--- src/rtl/mux_rr_arbiter_if.sv ---
// Handshake bundle between the two producers, the round-robin arbiter and the consumer.
// Optional grant counters gcnt0/gcnt1 appear only when ARB_STATS_EN is defined.
interface mux_rr_arbiter_if #(
    parameter int DW = 8
);
    logic          req0;
    logic          req1;
    logic [DW-1:0] din0;
    logic [DW-1:0] din1;
    logic          last0;
    logic          last1;
    logic          gnt0;
    logic          gnt1;
    logic          sel;
    logic          rdy0;
    logic          rdy1;
    logic          out_valid;
    logic [DW-1:0] out_data;
    logic          out_last;
    logic          out_ready;
`ifdef ARB_STATS_EN
    logic [15:0]   gcnt0;
    logic [15:0]   gcnt1;
`endif

    // Arbiter side
    modport slave (
        input  req0, req1, din0, din1, last0, last1, out_ready,
        output gnt0, gnt1, sel, rdy0, rdy1, out_valid, out_data, out_last
`ifdef ARB_STATS_EN
        , output gcnt0, gcnt1
`endif
    );

    // Producer/consumer side
    modport master (
        output req0, req1, din0, din1, last0, last1, out_ready,
        input  gnt0, gnt1, sel, rdy0, rdy1, out_valid, out_data, out_last
`ifdef ARB_STATS_EN
        , input gcnt0, gcnt1
`endif
    );
endinterface

--- src/rtl/mux_rr_arbiter.sv ---
// Two-way round-robin arbiter driving a shared 2:1 data mux with packet-aware hold limit.
// Define ARB_STATS_EN to add 16-bit per-requester grant-entry counters.
module mux_rr_arbiter #(
    parameter int DW       = 8,
    parameter int MAX_HOLD = 4
) (
    input  logic            clk,
    input  logic            rst_n,
    mux_rr_arbiter_if.slave bus
);
    typedef enum logic [1:0] {IDLE, G0, G1} state_t;

    localparam logic [7:0] HOLD_LIM = 8'(MAX_HOLD - 1);

    state_t        r_state;
    logic          r_gnt0;
    logic          r_gnt1;
    logic          r_sel;
    logic          r_last_served;
    logic [7:0]    r_beats;
`ifdef ARB_STATS_EN
    logic [15:0]   r_gcnt0;
    logic [15:0]   r_gcnt1;
`endif

    logic          w_own_req;
    logic          w_oth_req;
    logic          w_own_last;
    logic          w_valid;
    logic          w_xfer;
    logic          w_at_limit;
    logic          w_rel;
    logic          w_pick0;
    logic [DW-1:0] w_data;

    assign w_own_req  = r_sel ? bus.req1  : bus.req0;
    assign w_oth_req  = r_sel ? bus.req0  : bus.req1;
    assign w_own_last = r_sel ? bus.last1 : bus.last0;
    assign w_data     = r_sel ? bus.din1  : bus.din0;

    // Handshake is suppressed while reset is asserted so no beat leaks in that cycle.
    assign w_valid    = rst_n & (r_gnt0 | r_gnt1) & w_own_req;
    assign w_xfer     = w_valid & bus.out_ready;
    assign w_at_limit = (r_beats == HOLD_LIM);
    assign w_rel      = (w_xfer & w_own_last)
                      | (w_xfer & w_at_limit & w_oth_req)
                      | (~w_own_req & ~w_xfer);
    assign w_pick0    = bus.req0 & (~bus.req1 | r_last_served);

    assign bus.gnt0      = r_gnt0;
    assign bus.gnt1      = r_gnt1;
    assign bus.sel       = r_sel;
    assign bus.rdy0      = rst_n & r_gnt0 & bus.out_ready;
    assign bus.rdy1      = rst_n & r_gnt1 & bus.out_ready;
    assign bus.out_valid = w_valid;
    assign bus.out_data  = w_data;
    assign bus.out_last  = (r_gnt0 & bus.last0) | (r_gnt1 & bus.last1);
`ifdef ARB_STATS_EN
    assign bus.gcnt0     = r_gcnt0;
    assign bus.gcnt1     = r_gcnt1;
`endif

    always_ff @(posedge clk) begin
        if (!rst_n) begin
            r_state       <= IDLE;
            r_gnt0        <= 1'b0;
            r_gnt1        <= 1'b0;
            r_sel         <= 1'b0;
            r_beats       <= '0;
            r_last_served <= 1'b1;
`ifdef ARB_STATS_EN
            r_gcnt0       <= '0;
            r_gcnt1       <= '0;
`endif
        end else begin
            case (r_state)
                IDLE: begin
                    r_beats <= '0;
                    if (w_pick0) begin
                        r_state <= G0;
                        r_gnt0  <= 1'b1;
                        r_gnt1  <= 1'b0;
                        r_sel   <= 1'b0;
`ifdef ARB_STATS_EN
                        r_gcnt0 <= r_gcnt0 + 16'd1;
`endif
                    end else if (bus.req1) begin
                        r_state <= G1;
                        r_gnt0  <= 1'b0;
                        r_gnt1  <= 1'b1;
                        r_sel   <= 1'b1;
`ifdef ARB_STATS_EN
                        r_gcnt1 <= r_gcnt1 + 16'd1;
`endif
                    end
                end
                G0, G1: begin
                    if (w_xfer) begin
                        r_last_served <= r_sel;
                    end
                    // Release hands straight over to a waiting peer, otherwise falls back to IDLE.
                    if (w_rel) begin
                        r_beats <= '0;
                        if (w_oth_req) begin
                            r_state <= r_sel ? G0 : G1;
                            r_gnt0  <= r_sel;
                            r_gnt1  <= ~r_sel;
                            r_sel   <= ~r_sel;
`ifdef ARB_STATS_EN
                            if (r_sel) begin
                                r_gcnt0 <= r_gcnt0 + 16'd1;
                            end else begin
                                r_gcnt1 <= r_gcnt1 + 16'd1;
                            end
`endif
                        end else begin
                            r_state <= IDLE;
                            r_gnt0  <= 1'b0;
                            r_gnt1  <= 1'b0;
                            r_sel   <= 1'b0;
                        end
                    end else if (w_xfer && !w_at_limit) begin
                        r_beats <= r_beats + 8'd1;
                    end
                end
                default: begin
                    r_state <= IDLE;
                    r_gnt0  <= 1'b0;
                    r_gnt1  <= 1'b0;
                    r_sel   <= 1'b0;
                    r_beats <= '0;
                end
            endcase
        end
    end
endmodule

--- src/flat_wrapper.sv ---
// flat-port wrapper written by rule: the top's interface ports become plain ports
module mux_rr_arbiter_flat 
#(
    parameter int DW       = 8,
    parameter int MAX_HOLD = 4
)
  (clk, rst_n, bus_req0, bus_req1, bus_din0, bus_din1, bus_last0, bus_last1, bus_out_ready, bus_gnt0, bus_gnt1, bus_sel, bus_rdy0, bus_rdy1, bus_out_valid, bus_out_data, bus_out_last);
  mux_rr_arbiter_if #(.DW(DW)) bus_i ();
  input  logic clk;
  input  logic rst_n;
  input wire logic [$bits(bus_i.req0)-1:0] bus_req0;
  input wire logic [$bits(bus_i.req1)-1:0] bus_req1;
  input wire logic [$bits(bus_i.din0)-1:0] bus_din0;
  input wire logic [$bits(bus_i.din1)-1:0] bus_din1;
  input wire logic [$bits(bus_i.last0)-1:0] bus_last0;
  input wire logic [$bits(bus_i.last1)-1:0] bus_last1;
  input wire logic [$bits(bus_i.out_ready)-1:0] bus_out_ready;
  output wire logic [$bits(bus_i.gnt0)-1:0] bus_gnt0;
  output wire logic [$bits(bus_i.gnt1)-1:0] bus_gnt1;
  output wire logic [$bits(bus_i.sel)-1:0] bus_sel;
  output wire logic [$bits(bus_i.rdy0)-1:0] bus_rdy0;
  output wire logic [$bits(bus_i.rdy1)-1:0] bus_rdy1;
  output wire logic [$bits(bus_i.out_valid)-1:0] bus_out_valid;
  output wire logic [$bits(bus_i.out_data)-1:0] bus_out_data;
  output wire logic [$bits(bus_i.out_last)-1:0] bus_out_last;
  assign bus_i.req0 = bus_req0;
  assign bus_i.req1 = bus_req1;
  assign bus_i.din0 = bus_din0;
  assign bus_i.din1 = bus_din1;
  assign bus_i.last0 = bus_last0;
  assign bus_i.last1 = bus_last1;
  assign bus_i.out_ready = bus_out_ready;
  assign bus_gnt0 = bus_i.gnt0;
  assign bus_gnt1 = bus_i.gnt1;
  assign bus_sel = bus_i.sel;
  assign bus_rdy0 = bus_i.rdy0;
  assign bus_rdy1 = bus_i.rdy1;
  assign bus_out_valid = bus_i.out_valid;
  assign bus_out_data = bus_i.out_data;
  assign bus_out_last = bus_i.out_last;
  mux_rr_arbiter #(.DW(DW), .MAX_HOLD(MAX_HOLD)) u_core (.clk(clk), .rst_n(rst_n), .bus(bus_i));
endmodule
--- config.mk ---
export PLATFORM = sky130hd
export DESIGN_NAME = mux_rr_arbiter_flat
export DESIGN_NICKNAME = d
export VERILOG_FILES = /design/src/rtl/mux_rr_arbiter_if.sv /design/src/rtl/mux_rr_arbiter.sv /design/src/flat_wrapper.sv
export SDC_FILE = /design/constraint.sdc
export NUM_CORES = 1
export LEC_CHECK = 0
export BUFFER_PORTS_ARGS = -buffer_cell sky130_fd_sc_hd__buf_2
export CORE_UTILIZATION = 35
export DETAILED_ROUTE_END_ITERATION = 10
export PLACE_DENSITY_LB_ADDON = 0.12
export SYNTH_ARGS = -nofsm -noshare
export SYNTH_HDL_FRONTEND = slang
export SYNTH_SLANG_ARGS = --single-unit
--- constraint.sdc ---
create_clock -name clk -period 2.3 [get_ports clk]
set_input_delay 0.23 -clock clk [delete_from_list [all_inputs] [get_ports clk]]
set_output_delay 0.23 -clock clk [all_outputs]
set_load 0.1 [all_outputs]
==> results.md, run 1 <==
* Root Driver: clkbuf_4
* Hold Path Stages at 2
* Die Y at 53.4 microns
* Initial antenna violation count at 0
* RR Startpoint: u_core.bus.gnt0
* Tmin final at 1.91 ns
* Reg2reg path depth at 6
* CP startpoint: u_core.r_state[1]
* Hold_buf cts at 0
* Via count at 845
* Sequential-to-total area share from yosys stat at 23.8%
* Pins Over Slew Limit at 0
* Vias in the first global route at 762
* Unrepaired setup endpoints after global routing: no
* Chip width at 53.4 microns
* Crit start category: register
* Fraction of registers with async set/reset at 0%
* H-tree levels at 1
* First-pass GRT wire length at 3060 microns
* Detail Placement HPWL at 1530 microns
* GRT Total Usage at 15.3%
* Crit path DAT at 1.68 ns
* I/O Buffers at 37
* CP dominant cell by count: buf_4
* Rows at 18
* Clk buf depth at 2
* Area Growth Syn to Fin at 26.3%
* Post-synth EDFFs at 0
* Slowest stage cell, crit path: buf_2
* Max Cap Violations at 0
* R2R Setup Slk at 0.48 ns
* Post-Synth Adder-Cell Area at 5.42%
* Multi-input logic area at 654 sq um
* Largest family of logic cells by synthesized area: simple AND/OR/NAND/NOR gates
* Antenna-violating nets left at 0
* Wirelength per Cell at 11.9 microns
* Setup-failing EPs final at 0
* Largest net degree at the start of global routing at 21
* Yosys warns at 0
* Worst min-delay path class: in2reg
* Synth Flop Type: dfxtp_1
* Pre-CTS setup slack at 0.492 ns
* NumNets Final at 162
* Slew margin rel. at 67.7%
* #FFs+latches synth at 11
* Core area at 2480 sq um
* Post_cts resized at 0
* Synth Area in Simple Gates at 26.7%
* Final period utilization at 83.1%
* Grt ovf at 0
* Share of post-route cells with drive strength above 1 at 52.2%
* Fin Setup TNS at 0 ns
* Gpl congestion at 0.766
* Critical path's largest stage delay at 0.44 ns
* Gate Count Post-Synth at 96
* Post-synthesis compound-gate area fraction at 16.3%
* Worst-margin pin slew at 0.487 ns
* Max Clock Skew at 0.00733 ns
* Routed WL at 1950 microns
* Clk slew on worst S/H paths at 0.08 ns
* Status: completed
* HP Start: rst_n
* Max FO, Critical Path at 20
* DRC violations left at 0
* WS Path Type: reg2out
* Drt via density at 5.15
* ANT cells at 0
* Initial Util at 37.3%
* FF-to-FF End: u_core.r_beats[2]
* Crit-path cells: buf_4 -> mux2i_1 -> buf_4 -> nor3_4 -> buf_2
* Drt first pass iters at 4
* Netlist Area Pre-Place at 923 sq um
* CTS tree: yes
* CTS Buf Count at 3
* Fin cells at 164
* Final hold viol count at 0
* Inst Count DP at 160
* # clock sinks at 11
* DIE AREA at 2850 sq um
* Synth cell types at 40
* Fin worst setup slack at 0.389 ns
* Iter 0 DRT Violations at 8
* Post-CTS Setup Bufs at 0
* Mux contribution to synthesized area at 17.5%
* Sequential cell area at 225 sq um
* VDD IR max at 1.00 mV
* Fill cells at 242
* Synthesized Nets at 123
* Max Freq at 523 MHz
* Static leakage at 0.500 nW
* Req. time, crit path at 2.07 ns
* Post-Synth XOR/XNOR Area at 3.79%
* Power Density at 1280 nW/um^2
* Worst skew pair latency at 0.28 ns
* Hold EP: u_core.r_last_served
* IO Count at 38
* Syn avg cell area at 9.62 sq um
* Critical path capture point type: output pin
-- flip-flops by register name (all words and copies together), names as in the netlist --
name / cells
u_core.bus.gnt0: 1
u_core.r_beats: 8
u_core.r_last_served: 1
u_core.r_state: 1
-- cells by family (layout without fill, tap and decap cells) --
kind of cell,Yosys count,count (layout)
and+or+nand+nor,36,36
AOI/OAI and AO/OA,16,16
muxes,14,14
DFF,11,11
buffers and inverters,11,49
adders and majority gates,4,4
xor gates and xnor gates,4,4
-- where the power goes --
group	total, mW	switching (mW)	internal, mW	leakage (nW)
registers	0.229	0.0153	0.213	0.0900
logic	1.12	0.839	0.278	0.395
clock network	0.141	0.0736	0.0673	0.0150
-- worst max-delay path: cells and delay by family, from the launching register on --
kind	cells	cell delay, ns
multiplexers	1	0.11
buffers and inverters	3	0.84
flip-flops	1	0.34
AND/OR/NAND/NOR	1	0.10
-- worst max-delay path by stage --
stage               cells past startpoint           endpoint  slack [ns]
finish                                  5      bus_out_valid        0.39
global route                            5      bus_out_valid        0.31
CTS                                     5      bus_out_valid        0.37
detailed placement                      6  u_core.r_beats[7]        0.49
global placement                        6  u_core.r_state[1]        0.54
floorplan                               5      bus_out_valid        0.01
-- layout by cell type (no fill, tap or decap), drive strengths merged, types with 2 or more instances in the layout --
cell,instances
o21ai,4
or3,2
xor2,2
buf,39
dfxtp,11
clkbuf,4
inv,6
ha,4
and3,2
nand2b,2
xnor2,2
and2,3
nand4,5
a21oi,4
nor2,5
mux2,11
nor3,2
nor2b,2
nand2,5
mux2i,3
nor4b,2
-- routing by layer --
metal  global-route usage [%]  vias up  part of all wire (%)
met5                        0        -                     0
met4                     9.21        0                   2.5
met3                     2.59        5                   5.6
met2                     27.1       31                    48
met1                     16.6      384                    44
li1                         -      425                     -
-- through the flow --
step / power (mW) / area, sq um / hold slack, ns / utilization (%)
2_1_floorplan: 1.23 / 941 / 0.439 / -
6_report: 1.49 / 1170 / 0.250 / 47.1
5_1_grt: 1.56 / 1170 / 0.261 / 47.1
3_3_place_gp: 1.35 / 1140 / 0.480 / 46.0
4_1_cts: 1.50 / 1170 / 0.249 / 47.1
3_5_place_dp: 1.36 / 1140 / 0.490 / 46.0
-- synthesized netlist by cell type (3+ instances only) --
library cell	number	area, sq um
o21ai_0	4	20.0
mux2_2	9	101
a21oi_2	4	35.0
buf_4	3	22.5
nand2_1	4	15.0
mux2i_1	3	30.0
ha_1	4	50.1
inv_1	6	22.5
dfxtp_1	11	220
nand4_1	5	31.3
nor2_1	5	18.8
-- area by class of cell --
type,instances,area share (%)
multi-input cells,74,56.1
flip-flops and latches,11,19.3
repair buffers,39,17.2
well taps,30,3.22
clock buffers,4,2.25
inverters,6,1.93
Power figures use the tool's default switching activity.
==> inputs of run 2 (changes only) <==
--- a/config.mk
+++ b/config.mk
@@ -5,6 +5,7 @@
 export SDC_FILE = /design/constraint.sdc
 export NUM_CORES = 1
 export LEC_CHECK = 0
+export ABC_AREA = 1
 export BUFFER_PORTS_ARGS = -buffer_cell sky130_fd_sc_hd__buf_2
 export CORE_UTILIZATION = 35
 export DETAILED_ROUTE_END_ITERATION = 10
==> constraint.sdc (replaced) <==
create_clock -name clk -period 1.55 [get_ports clk]
set_input_delay 0.155 -clock clk [delete_from_list [all_inputs] [get_ports clk]]
set_output_delay 0.155 -clock clk [all_outputs]
set_load 0.1 [all_outputs]
==> run 2 against run 1 <==
The flow now finishes with violations (setup timing). Sequential share of layout area decreased by 3.8 points. Power rose by 87%. Via count rose by 31%. Largest cell class unchanged.
==> results.md, run 2 <==
* Root Driver: clkbuf_4
* Chip width at 51.5 microns (-3.5%)
* Post-Synth Adder-Cell Area at 5.83% (+0.41 points)
* Fill cells at 209 (-14%)
* Final non-filler cell area at 1470 sq um (+26%)
* Worst skew pair latency at 0.28 ns (about the same)
* Synth top area share at 26.2% (+2.4 points)
* CTS Buf Count at 3 (unchanged)
* Pins Over Slew Limit at 0 (unchanged)
* CTS tree: yes
* Vias in the first global route at 1,065 (+40%)
* R2R Setup Slk at -0.05 ns (-0.53 ns)
* Via count at 1,103 (+31%)
* Max Cap Violations at 0 (unchanged)
* DRC violations left at 0 (unchanged)
* Share of post-route cells with drive strength above 1 at 40.6% (-12 points)
* Wirelength per Cell at 11.8 microns (-0.71%)
* Tmin final at 1.62 ns
* Max Freq at 617 MHz
* Req. time, crit path at 1.39 ns (-0.68 ns)
* H-tree levels at 1 (unchanged)
* I/O Buffers at 37 (unchanged)
* Core area at 2250 sq um (-9.0%)
* Power Density at 1890 nW/um^2 (+48%)
* Worst-margin pin slew at 0.460 ns (-0.0270 ns)
* Routed WL at 2660 microns (+36%)
* Mux contribution to synthesized area at 0% (-17 points)
* Largest family of logic cells by synthesized area: simple AND/OR/NAND/NOR gates
* Core Util, Final at 65.4% (+18 points)
* Detail Placement HPWL at 2050 microns (+34%)
* CP startpoint: u_core.r_state[1]
* Violated checks: setup timing
* Grt ovf at 0 (unchanged)
* Max Clock Skew at 0.00173 ns (-0.00560 ns)
* Fraction of registers with async set/reset at 0% (unchanged)
* Largest net degree at the start of global routing at 10 (-52%)
* ANT cells at 0 (unchanged)
* Unrepaired setup endpoints after global routing: yes
* First-pass GRT wire length at 4300 microns (+40%)
* Final period utilization at 105%
* Post-Place Cell Area at 1370 sq um (+20%)
* WS Path Type: reg2out
* Clk buf depth at 2 (unchanged)
* Synth Flop Type: dfxtp_1
* Fin worst setup slack at -0.0699 ns (-0.459 ns)
* Synthesized Nets at 173 (+41%)
* Die Y at 51.5 microns (-3.5%)
* RR Startpoint: u_core.r_state[1]
* GRT Total Usage at 21.5% (+6.2 points)
* Reg2reg path depth at 10 (+4)
* Sequential-to-total area share from yosys stat at 25.7% (+1.8 points)
* Synth area leaders: nand2_1, dfxtp_1, inv_1
* Hold Path Stages at 2 (unchanged)
* FF-to-FF End: u_core.r_beats[6]
* Static leakage at 0.692 nW (+39%)
* Rows at 17 (-1)
* Final hold viol count at 0 (unchanged)
* Critical path capture point type: output pin
* Max FO, Critical Path at 4 (-80%)
* Worst min-delay path class: in2reg
* Area Growth Syn to Fin at 71.7%
* Most common cell after layout, fill and taps aside: nand2_1
* Commonest non-fill, non-tap cells in the layout: nand2_1, buf_2, inv_1
* Crit start category: register
* Max reg flops at 8 (unchanged)
* Slew margin rel. at 69.0% (+1.3 points)
* Synth cell types at 22 (-45%)
* Gpl congestion at 0.881 (+15%)
* Antenna-violating nets left at 0 (unchanged)
* Largest area contributor in the netlist: nand2_1
* Hold EP: u_core.r_last_served
* Initial antenna violation count at 0 (unchanged)
* HP Start: rst_n
* Synth cell count leaders: nand2_1, inv_1, dfxtp_1, nand3_1
* # clock sinks at 11 (unchanged)
* Biggest register: u_core.r_beats
* Initial Util at 38.1% (+0.80 points)
* Count leader, synth: nand2_1
* DIE AREA at 2650 sq um (-6.8%)
* Syn avg cell area at 5.88 sq um (-39%)
* Post-synthesis compound-gate area fraction at 9.77% (-6.5 points)
* IO Count at 38 (unchanged)
* Post-synth EDFFs at 0 (unchanged)
* Setup-failing EPs final at 4 (+4)
* Post-Synth XOR/XNOR Area at 3.06% (-0.73 points)
* Clk slew on worst S/H paths at 0.08 ns (about the same)
* Netlist Area Pre-Place at 858 sq um (-7.0%)
* Iter 0 DRT Violations at 23 (+15)
* Drt via density at 4.90 (-4.9%)
* Gate Count Post-Synth at 146 (+52%)
* #FFs+latches synth at 11 (unchanged)
* Yosys warns at 0 (unchanged)
* Synth Area in Simple Gates at 44.8% (+18 points)
* VDD IR max at 1.50 mV (+50%)
* Status: finished, violations left
* Crit path DAT at 1.46 ns (-0.22 ns)
* Drt first pass iters at 4 (unchanged)
* NumNets Final at 225 (+39%)
## run 2: cell types whose count changed after synthesis, moves of 3 or more
cell,change
nand2_1,+56
inv_1,+11
nand3_1,+10
a21oi_1,+9
mux2_2,-9
nand4_1,-5
a21oi_2,-4
nor2_1,+4
mux2i_1,-3
## run 2: power by group
part	leakage [nW]	switching, mW	total [mW]	internal, mW
sequential	0.0909	0.0331	0.357	0.324
clock	0.0150	0.112	0.212	0.0998
combinational	0.586	1.47	2.21	0.746
total	0.692	1.61	2.78	1.17
## run 2: through the flow
stage	instances	worst slack, ns	setup TNS (ns)	hold WS [ns]	power [mW]
3_5_place_dp	217	-0.0841	-0.442	0.408	2.47
6_report	225	-0.0699	-0.130	0.123	2.78
3_3_place_gp	217	-0.00968	-0.0125	0.404	2.45
5_1_grt	225	-0.122	-0.825	0.131	2.92
2_1_floorplan	146	-0.802	-8.13	0.240	1.78
4_1_cts	223	-0.0749	-0.0749	0.116	2.72
## run 2: critical path, cell delays in order, from the launching register on
cell     delay, ns
dfxtp_4       0.37
inv_4         0.05
ha_4          0.14
or2_4         0.24
nor2_4        0.11
buf_6         0.11
buf_12        0.16
## run 2: routing by layer
layer / up-vias / part of all wire (%) / GRT usage (%)
met1: 497 / 41 / 23.0
met4: 0 / 0 / 4.95
li1: 562 / - / -
met5: - / 0 / 0
met3: 0 / 6.8 / 7.60
met2: 44 / 52 / 39.8
## run 2: logic make-up after synthesis
group	Yosys count
fa+ha+maj	4
xor+xnor	3
compound gates	16
simple gates	90
buf+inv	22
flops	11
## run 2: final cells by class
type	count	area, sq um	area share [%]
Clock buffer	4	26.3	1.78
Inverter	18	75.1	5.09
Multi-Input combinational cell	113	618	41.9
Sequential cell	11	229	15.5
Tap cell	28	35.0	2.38
Timing Repair Buffer	51	490	33.3
## run 2: worst max-delay path by stage
stage,cells past startpoint,end,slack [ns]
after detailed placement,9,u_core.r_beats[1],-0.08
after CTS,6,bus_out_valid,-0.07
after global routing,6,bus_out_valid,-0.12
final,6,bus_out_valid,-0.07
after global placement,9,u_core.r_beats[7],-0.01
after floorplan,11,u_core.r_beats[6],-0.80
## run 2: repair_timing
item,in CTS,in global routing
hold buffers,0,0
resized for setup,3,8
endpoints found under the setup margin,9,11
gates cloned,0,0
pin swaps,1,1
setup buffers,2,2
